`src/rtl/arena_pkg.sv`:
```
// arena_pkg: shared definitions for the double-buffered Life arena.
//   - Default geometry (cells per row, rows per bank) and generation counter width.
//   - FSM state encoding used by arena_dbuf.
package arena_pkg;

  localparam int DEF_WIDTH    = 10;
  localparam int DEF_HEIGHT   = 10;
  localparam int DEF_ROW_BITS = 10;
  localparam int DEF_GEN_BITS = 16;

  // ST_CLEAR: sequencer is zeroing both banks; ST_READY: normal operation.
  typedef enum logic {
    ST_CLEAR = 1'b0,
    ST_READY = 1'b1
  } state_t;

endpackage

```
`src/rtl/arena_bank.sv`:
```
// arena_bank: one bank of the arena. Single-clock RAM of HEIGHT rows x WIDTH
// bits with two registered read ports and one write port.
// Ports:
//   clk, rst_n         clock, synchronous active-low reset (clears read registers)
//   rd_en[1:0]         per-port read enable; a disabled port registers 0
//   rd_row[1:0]        per-port read row address
//   rd_data[1:0]       per-port read data, 1-cycle latency
//   wr_en/wr_row/wr_data  write port
// Out-of-range rows (>= HEIGHT) read as 0 and writes to them are dropped, so a
// truncated RAM index can never alias onto a real row.
module arena_bank #(
  parameter int WIDTH    = 10,
  parameter int HEIGHT   = 10,
  parameter int ROW_BITS = 10
) (
  input  logic                           clk,
  input  logic                           rst_n,
  input  logic [1:0]                     rd_en,
  input  logic [1:0][ROW_BITS-1:0]       rd_row,
  output logic [1:0][WIDTH-1:0]          rd_data,
  input  logic                           wr_en,
  input  logic [ROW_BITS-1:0]            wr_row,
  input  logic [WIDTH-1:0]               wr_data
);

  localparam int IDX_W = (HEIGHT > 1) ? $clog2(HEIGHT) : 1;

  logic [WIDTH-1:0] mem [HEIGHT];
  logic [1:0]       rd_ok;
  logic             wr_ok;

  for (genvar gi = 0; gi < 2; gi++) begin : g_rd_guard
    assign rd_ok[gi] = rd_en[gi] && (rd_row[gi] < ROW_BITS'(HEIGHT));
  end

  assign wr_ok = wr_en && (wr_row < ROW_BITS'(HEIGHT));

  // RAM array kept free of reset so it maps onto block RAM.
  always_ff @(posedge clk) begin
    if (wr_ok) begin
      mem[wr_row[IDX_W-1:0]] <= wr_data;
    end
  end

  always_ff @(posedge clk) begin
    for (int i = 0; i < 2; i++) begin
      if (!rst_n) begin
        rd_data[i] <= '0;
      end else if (rd_ok[i]) begin
        rd_data[i] <= mem[rd_row[i][IDX_W-1:0]];
      end else begin
        rd_data[i] <= '0;
      end
    end
  end

endmodule

```
`src/rtl/arena_dbuf.sv`:
```
// arena_dbuf: ping-pong Life arena memory. Two banks of HEIGHT rows x WIDTH bits;
// the display and engine read the current bank, the engine writes the next bank,
// and a swap flips the roles. A clear sequencer zeroes both banks after reset
// and on request.
// Ports:
//   clk, rst_n                       clock, synchronous active-low reset
//   disp_row / disp_columns_out      display read port (current bank, 1-cycle latency)
//   eng_row / eng_columns_out        engine read port (current bank, 1-cycle latency)
//   eng_wr_row, eng_columns_in, eng_write   engine write into next bank
//   swap_req                         pulse: next bank becomes current
//   clear_req                        pulse: zero both banks
//   busy                             high while resetting/clearing
//   gen_count                        swaps completed since last clear (wraps)
module arena_dbuf
  import arena_pkg::*;
#(
  parameter int WIDTH    = DEF_WIDTH,
  parameter int HEIGHT   = DEF_HEIGHT,
  parameter int ROW_BITS = DEF_ROW_BITS,
  parameter int GEN_BITS = DEF_GEN_BITS
) (
  input  logic                clk,
  input  logic                rst_n,
  input  logic [ROW_BITS-1:0] disp_row,
  output logic [WIDTH-1:0]    disp_columns_out,
  input  logic [ROW_BITS-1:0] eng_row,
  output logic [WIDTH-1:0]    eng_columns_out,
  input  logic [ROW_BITS-1:0] eng_wr_row,
  input  logic [WIDTH-1:0]    eng_columns_in,
  input  logic                eng_write,
  input  logic                swap_req,
  input  logic                clear_req,
  output logic                busy,
  output logic [GEN_BITS-1:0] gen_count
);

  state_t              state_reg, state_next;
  logic [ROW_BITS-1:0] clr_row_reg, clr_row_next;
  logic                bank_sel_reg, bank_sel_next;
  logic [GEN_BITS-1:0] gen_count_reg, gen_count_next;

  // Port 0 = display, port 1 = engine, per bank.
  logic [1:0][WIDTH-1:0] bank_q [2];

  always_ff @(posedge clk) begin
    if (!rst_n) begin
      state_reg     <= ST_CLEAR;
      clr_row_reg   <= '0;
      bank_sel_reg  <= 1'b0;
      gen_count_reg <= '0;
    end else begin
      state_reg     <= state_next;
      clr_row_reg   <= clr_row_next;
      bank_sel_reg  <= bank_sel_next;
      gen_count_reg <= gen_count_next;
    end
  end

  always_comb begin
    state_next     = state_reg;
    clr_row_next   = clr_row_reg;
    bank_sel_next  = bank_sel_reg;
    gen_count_next = gen_count_reg;
    case (state_reg)
      ST_CLEAR: begin
        if (clr_row_reg == ROW_BITS'(HEIGHT - 1)) begin
          state_next   = ST_READY;
          clr_row_next = '0;
        end else begin
          clr_row_next = clr_row_reg + 1'b1;
        end
      end
      ST_READY: begin
        // Clear takes priority over a coincident swap.
        if (clear_req) begin
          state_next     = ST_CLEAR;
          clr_row_next   = '0;
          bank_sel_next  = 1'b0;
          gen_count_next = '0;
        end else if (swap_req) begin
          bank_sel_next  = ~bank_sel_reg;
          gen_count_next = gen_count_reg + 1'b1;
        end
      end
    endcase
  end

  for (genvar gi = 0; gi < 2; gi++) begin : g_bank
    logic                rd_en;
    logic                wr_en;
    logic [ROW_BITS-1:0] wr_row;
    logic [WIDTH-1:0]    wr_data;

    // Only the current bank is read-enabled, so the other bank's read
    // registers hold 0 and the two outputs can simply be ORed. The enable is
    // decided from bank_sel at issue time, so a read alongside a swap still
    // sees the pre-swap bank.
    always_comb begin
      rd_en = (state_reg == ST_READY) && (bank_sel_reg == 1'(gi));
      if (state_reg == ST_CLEAR) begin
        wr_en   = 1'b1;
        wr_row  = clr_row_reg;
        wr_data = '0;
      end else begin
        wr_en   = eng_write && (bank_sel_reg != 1'(gi));
        wr_row  = eng_wr_row;
        wr_data = eng_columns_in;
      end
    end

    arena_bank #(
      .WIDTH   (WIDTH),
      .HEIGHT  (HEIGHT),
      .ROW_BITS(ROW_BITS)
    ) u_bank (
      .clk    (clk),
      .rst_n  (rst_n),
      .rd_en  ({rd_en, rd_en}),
      .rd_row ({eng_row, disp_row}),
      .rd_data(bank_q[gi]),
      .wr_en  (wr_en),
      .wr_row (wr_row),
      .wr_data(wr_data)
    );
  end

  assign disp_columns_out = bank_q[0][0] | bank_q[1][0];
  assign eng_columns_out  = bank_q[0][1] | bank_q[1][1];
  assign busy             = (state_reg == ST_CLEAR);
  assign gen_count        = gen_count_reg;

endmodule

```
`config.mk`:
```
export PLATFORM = sky130hd
export DESIGN_NAME = arena_dbuf
export DESIGN_NICKNAME = d
export VERILOG_FILES = /design/src/rtl/arena_pkg.sv /design/src/rtl/arena_bank.sv /design/src/rtl/arena_dbuf.sv
export SDC_FILE = /design/constraint.sdc
export NUM_CORES = 1
export LEC_CHECK = 0
export BUFFER_PORTS_ARGS = -buffer_cell sky130_fd_sc_hd__clkbuf_2
export CORE_ASPECT_RATIO = 0.75
export CORE_MARGIN = 3
export CORE_UTILIZATION = 55
export DETAILED_ROUTE_END_ITERATION = 8
export PLACE_DENSITY = 0.81
export SLEW_MARGIN = 10
export SYNTH_ARGS = -nofsm -noshare
export SYNTH_HDL_FRONTEND = slang
export SYNTH_HIERARCHICAL = 1
export SYNTH_SLANG_ARGS = --single-unit
```
`constraint.sdc`:
```
create_clock -name clk -period 3.15 [get_ports clk]
set_clock_uncertainty 0.2 [all_clocks]
set_input_delay 0.315 -clock clk [delete_from_list [all_inputs] [get_ports clk]]
set_output_delay 0.315 -clock clk [all_outputs]
set_load 0.05 [all_outputs]
```
After elaboration in Yosys (flattened, before gate mapping) --
Memories as Yosys holds them, arrays and structs flattened. A register that Yosys moved wholly into a read port is not among the register bits. Index checks and enable logic that the tools add are counted.
Operators by class: add/subtract/negate cells 2, magnitude comparators 3, eq/ne operators 2, multiplexer cells 18, bitwise logic cells 4, reduce and logical (&&, ||, !) cells 20
Operators with widths (number):
- 10-bit two-way mux | 4
- 16-bit two-way mux | 2
- 10-bit by 4-bit less-than comparator with 1-bit output, second input constant | 3
- 10-bit OR | 2
- 10-bit case mux with 2 select lines | 1
- 16-bit by 1-bit adder with 16-bit output, second input constant | 1
- 10-bit by 1-bit adder with 10-bit output, second input constant | 1
- 10-bit by 4-bit == test with 1-bit output, second input constant | 1
- 1-bit logical AND | 10
- 1-bit two-way mux | 10
- 2-bit AND reduction | 5
- 1-bit zero test | 4
- 2-bit != test, second input constant | 1
- 1-bit inverter | 2
- 1-bit case mux with 2 select lines | 1
- 2-bit nonzero test | 1
Storage, ports and cells: flip-flop bits (word level) 28, memory bits (writable) 200, bits of input ports 45, output and inout port bits 37, logic and storage cells 55, memories kept 2
Memory list:
- g_bank[0].u_bank.mem | words 10, bits a word 10, read ports 2, clocked after Yosys merged registers in 2, wr ports 1, line arena_bank.sv:28 | logic [WIDTH-1:0] mem [HEIGHT];
- g_bank[1].u_bank.mem | words 10, bits a word 10, read ports 2, clocked after Yosys merged registers in 2, wr ports 1, line arena_bank.sv:28

Logic depth before layout (Yosys ltp) --
word-level depth 6, depth in mapped cells 7, depth with buffers taken out 6

Modules after synthesis --
The synthesis kept the hierarchy.
By module, submodules not included:
- arena_bank at g_bank[1].u_bank | times used 1, cells each 260, area each 5116.2 um^2, sequential area each 3403.3 um^2
- arena_bank at g_bank[0].u_bank | times used 1, cells each 260, area each 5114.9 um^2, sequential area each 3403.3 um^2
- arena_dbuf | times used 1, cells each 213, area each 1687.9 um^2, sequential area each 560.5 um^2

Worst setup path after synthesis --
Ideal clock, no wire load.
path kind register to register, from reg state_reg, to mem g_bank[1].u_bank.mem[4][0], enable pin, library setup time 0.390 ns, arrival 2.689 ns, data required time 2.560 ns, setup slack -0.129 ns, cell stages (with the launch flop) 8, path buffers 3, clock period less this slack 3.279 ns, cells stage by stage dfxtp_1 > buf_2 > clkbuf_1 > clkbuf_1 > mux2_2 > nor4b_2 > nand4b_1 > nor3_1
Between the ends: cells in the longest elaborated chain, start to end 5, elaborated cells between the ends (all ways) 6, those cells by class order compare: 1; mux: 4; reduce/logical: 1
Ends and longest elaborated chain:
- start: declaration | line arena_dbuf.sv:37 | state_t state_reg, state_next;
- start signal: assignment | line arena_dbuf.sv:52 | state_reg <= state_next;
- 10-bit two-way mux
- named net g_bank[0].wr_row[6] | line arena_dbuf.sv:91 | logic [ROW_BITS-1:0] wr_row;
- 10-bit by 4-bit less-than comparator with 1-bit output | line arena_bank.sv:36 | assign wr_ok = wr_en && (wr_row < ROW_BITS'(HEIGHT));
- 1-bit logical AND | line arena_bank.sv:36
- 1-bit two-way mux | line arena_bank.sv:40 | if (wr_ok) begin
- 1-bit two-way mux (not written as such) | line arena_bank.sv:41 | mem[wr_row[IDX_W-1:0]] <= wr_data;
- end: declaration | line arena_bank.sv:28
The timed path passes the listed nets, and every way through them passes these cells.

Final worst setup path --
Ends and elaborated chain as after synthesis.

==> impl_metrics.json <==
{
  "synth_compound_area_share_pct": 4.53,
  "clk_latency_ps": 520,
  "fin_nets": 896,
  "cp_data_arrival_time_ps": 2810,
  "nFillCells": 1414,
  "syn_inst": 733,
  "yosys.area_share.simple_pct": 8.13,
  "clk_pin_slew_ps": 70,
  "routedWlPerCell_um": 27.1,
  "synth_edf_count": 200,
  "syn_to_final_growth_pct": 14.3,
  "largest_reg_flops": 200,
  "antenna_found_initial": 0,
  "drc": 0,
  "start_kind": "register",
  "worst_slew_pin_slew_ps": 1070,
  "num_rows": 45,
  "cts_sinks": 268,
  "finalSetupViolCount": 0,
  "die_h_um": 133,
  "gp_congestion": 0.935,
  "synthMuxAreaShare_pct": 22.7,
  "synth_xor_area_share_pct": 0.514,
  "finalHoldViolations": 0,
  "p_clk_share_pct": 39.9,
  "slew_violations": 0,
  "drt-vias-per-instance": 6.67,
  "die-area_um2": 23500,
  "p_sw_share_pct": 21.8,
  "layout_common_cells": "edfxtp_1 (200), mux2i_1 (80), clkbuf_2 (79)",
  "crit_type": "register to register",
  "grt.overflow.total": 0,
  "pwr-share-seq_pct": 52.4,
  "period_share_pct": 91.0,
  "place_ws_ps": 319,
  "syn_area_per_cell_um2": 16.3,
  "final_common_cell": "edfxtp_1",
  "synth_nets": 781,
  "first_global_vias": 7509,
  "grt.total_usage_pct": 26.7,
  "drive_gt1_share_pct": 31.3,
  "cts_made_buffers": 25,
  "drt-initial-drc-count": 1016,
  "start_util_pct": 57.4,
  "place_hpwl_mm": 21.2,
  "antenna_left": 0,
  "ys_warn_count": 6,
  "fin_ws_ps": 284,
  "drv_cap": 0,
  "worstHoldStart": "clear_req",
  "ys.flop_type": "edfxtp_1",
  "clock.fmax_mhz": 349,
  "powerDensity_nw_per_um2": 550,
  "rsz0062_at_grt": "no",
  "die_w_um": 176,
  "vias": 7653,
  "worst-path-max-fanout": 12,
  "grt_max_degree": 39,
  "status": "finished clean",
  "finalSetupTns_ps": 0,
  "worstSetupStartpoint": "state_reg",
  "slew_headroom_pct": 29.0,
  "io_pins": 82,
  "period_minus_slack_ps": 2870,
  "drt_first_pass_iters": 5,
  "p_comb_share_pct": 7.6,
  "p_leak_uw": 0.00499,
  "synth_top_family_by_area": "multiplexers",
  "port_buffers": 81,
  "ys_seq_area_share_pct": 61.8,
  "hold_path.class": "input port to register",
  "critPathRequiredTime_ps": 3100,
  "switching_power_uw": 1640,
  "cts_max_path_buffers": 3,
  "endpoint_kind": "register",
  "total_power_uw": 7490,
  "p_int_uw": 5850,
  "tritoncts": "built",
  "synth-seq-cells": 268,
  "htreeDepth": 1,
  "cts_root_buffer": "clkbuf_16",
  "r2r_start": "state_reg",
  "grt_pass1_wl_mm": 46.7,
  "coreArea_um2": 20800,
  "synth_adder_area_share_pct": 0.315,
  "syn_area_um2": 11900,
  "diodes": 0,
  "async_flop_share_pct": 0,
  "ir_drop_uv": 350,
  "ys_types": 51,
  "wl_mm": 31.1
}
-- cell usage after synthesis, drive strengths merged (11+ instances only) --
cell / n / area (um2)
dfxtp: 68 / 1360
nor3: 11 / 55.1
buf: 23 / 175
edfxtp: 200 / 6010
and2: 15 / 93.8
o22ai: 40 / 250
mux2i: 80 / 801
mux4: 80 / 1820
nor2: 30 / 113
nand2: 24 / 90.1
or2: 21 / 131
o21ai: 13 / 65.1
a21oi: 13 / 65.1
-- logic make-up after synthesis --
kind of cell | count (synthesis)
multiplexers | 168
buffers and inverters | 38
AO/OA/AOI/OAI | 86
flip-flops | 268
XOR/XNOR | 7
AND/OR/NAND/NOR | 163
adder cells (fa/ha/maj) | 3
-- worst paths after layout --
kind,cells past startpoint,endpoint,slack (ps)
setup reg to reg,4,g_bank[1].u_bank/mem[4][0],280
hold reg to reg,2,gen_count[15],290
setup / recovery,4,g_bank[1].u_bank/mem[4][0],280
hold / removal,4,gen_count[2],100
-- routing by layer --
metal  vias up  routed length [um]  track usage (%)
met3        56                4900             11.1
met4         0                 651             5.67
met1      3811               12500             40.0
met2       572               13100             37.1
met5         -                   0                0
li1       3214                   -                -
-- final cells by class --
type | instances | area (um2) | share of cell area (%)
flip-flops and latches | 268 | 7370 | 54.1
clock inverters | 12 | 97.6 | 0.716
multi-input cells | 427 | 4320 | 31.7
well taps | 282 | 353 | 2.59
clock buffers | 33 | 728 | 5.35
repair buffers | 120 | 733 | 5.38
inverters | 6 | 22.5 | 0.165
-- metrics by stage --
| stage | utilization (%) | hold WS [ps] | area, um2 | std cells |
|---|---|---|---|---|
| floorplan | - | 269 | 11900 | 733 |
| global placement | 61.4 | 259 | 12800 | 1100 |
| detailed placement | 61.4 | 275 | 12800 | 1100 |
| CTS | 65.6 | 61.1 | 13600 | 1148 |
| global route | 65.6 | 128 | 13600 | 1148 |
| finish | 65.6 | 97.6 | 13600 | 1148 |
-- critical path, cell delays in order, from the launching register on --
cell and delay, ps:
dfxtp_1 570, mux2_2 400, nor3_1 440, nand4b_1 280
nor3_2 600
-- power by group through the flow --
stage,clock [uW],combinational (uW),sequential [uW]
CTS,3030,565,3920
detailed placement,0,557,4000
global placement,0,546,3990
floorplan,0,384,3970
finish,2990,572,3930
global route,3180,602,3930
-- timing repair --
action,4_1_cts,5_1_grt
buffers inserted,0,0
hold endpoints to repair,5,0
hold buffers,3,0
gates resized for setup,0,0
(Power assumes the default switching activity.)
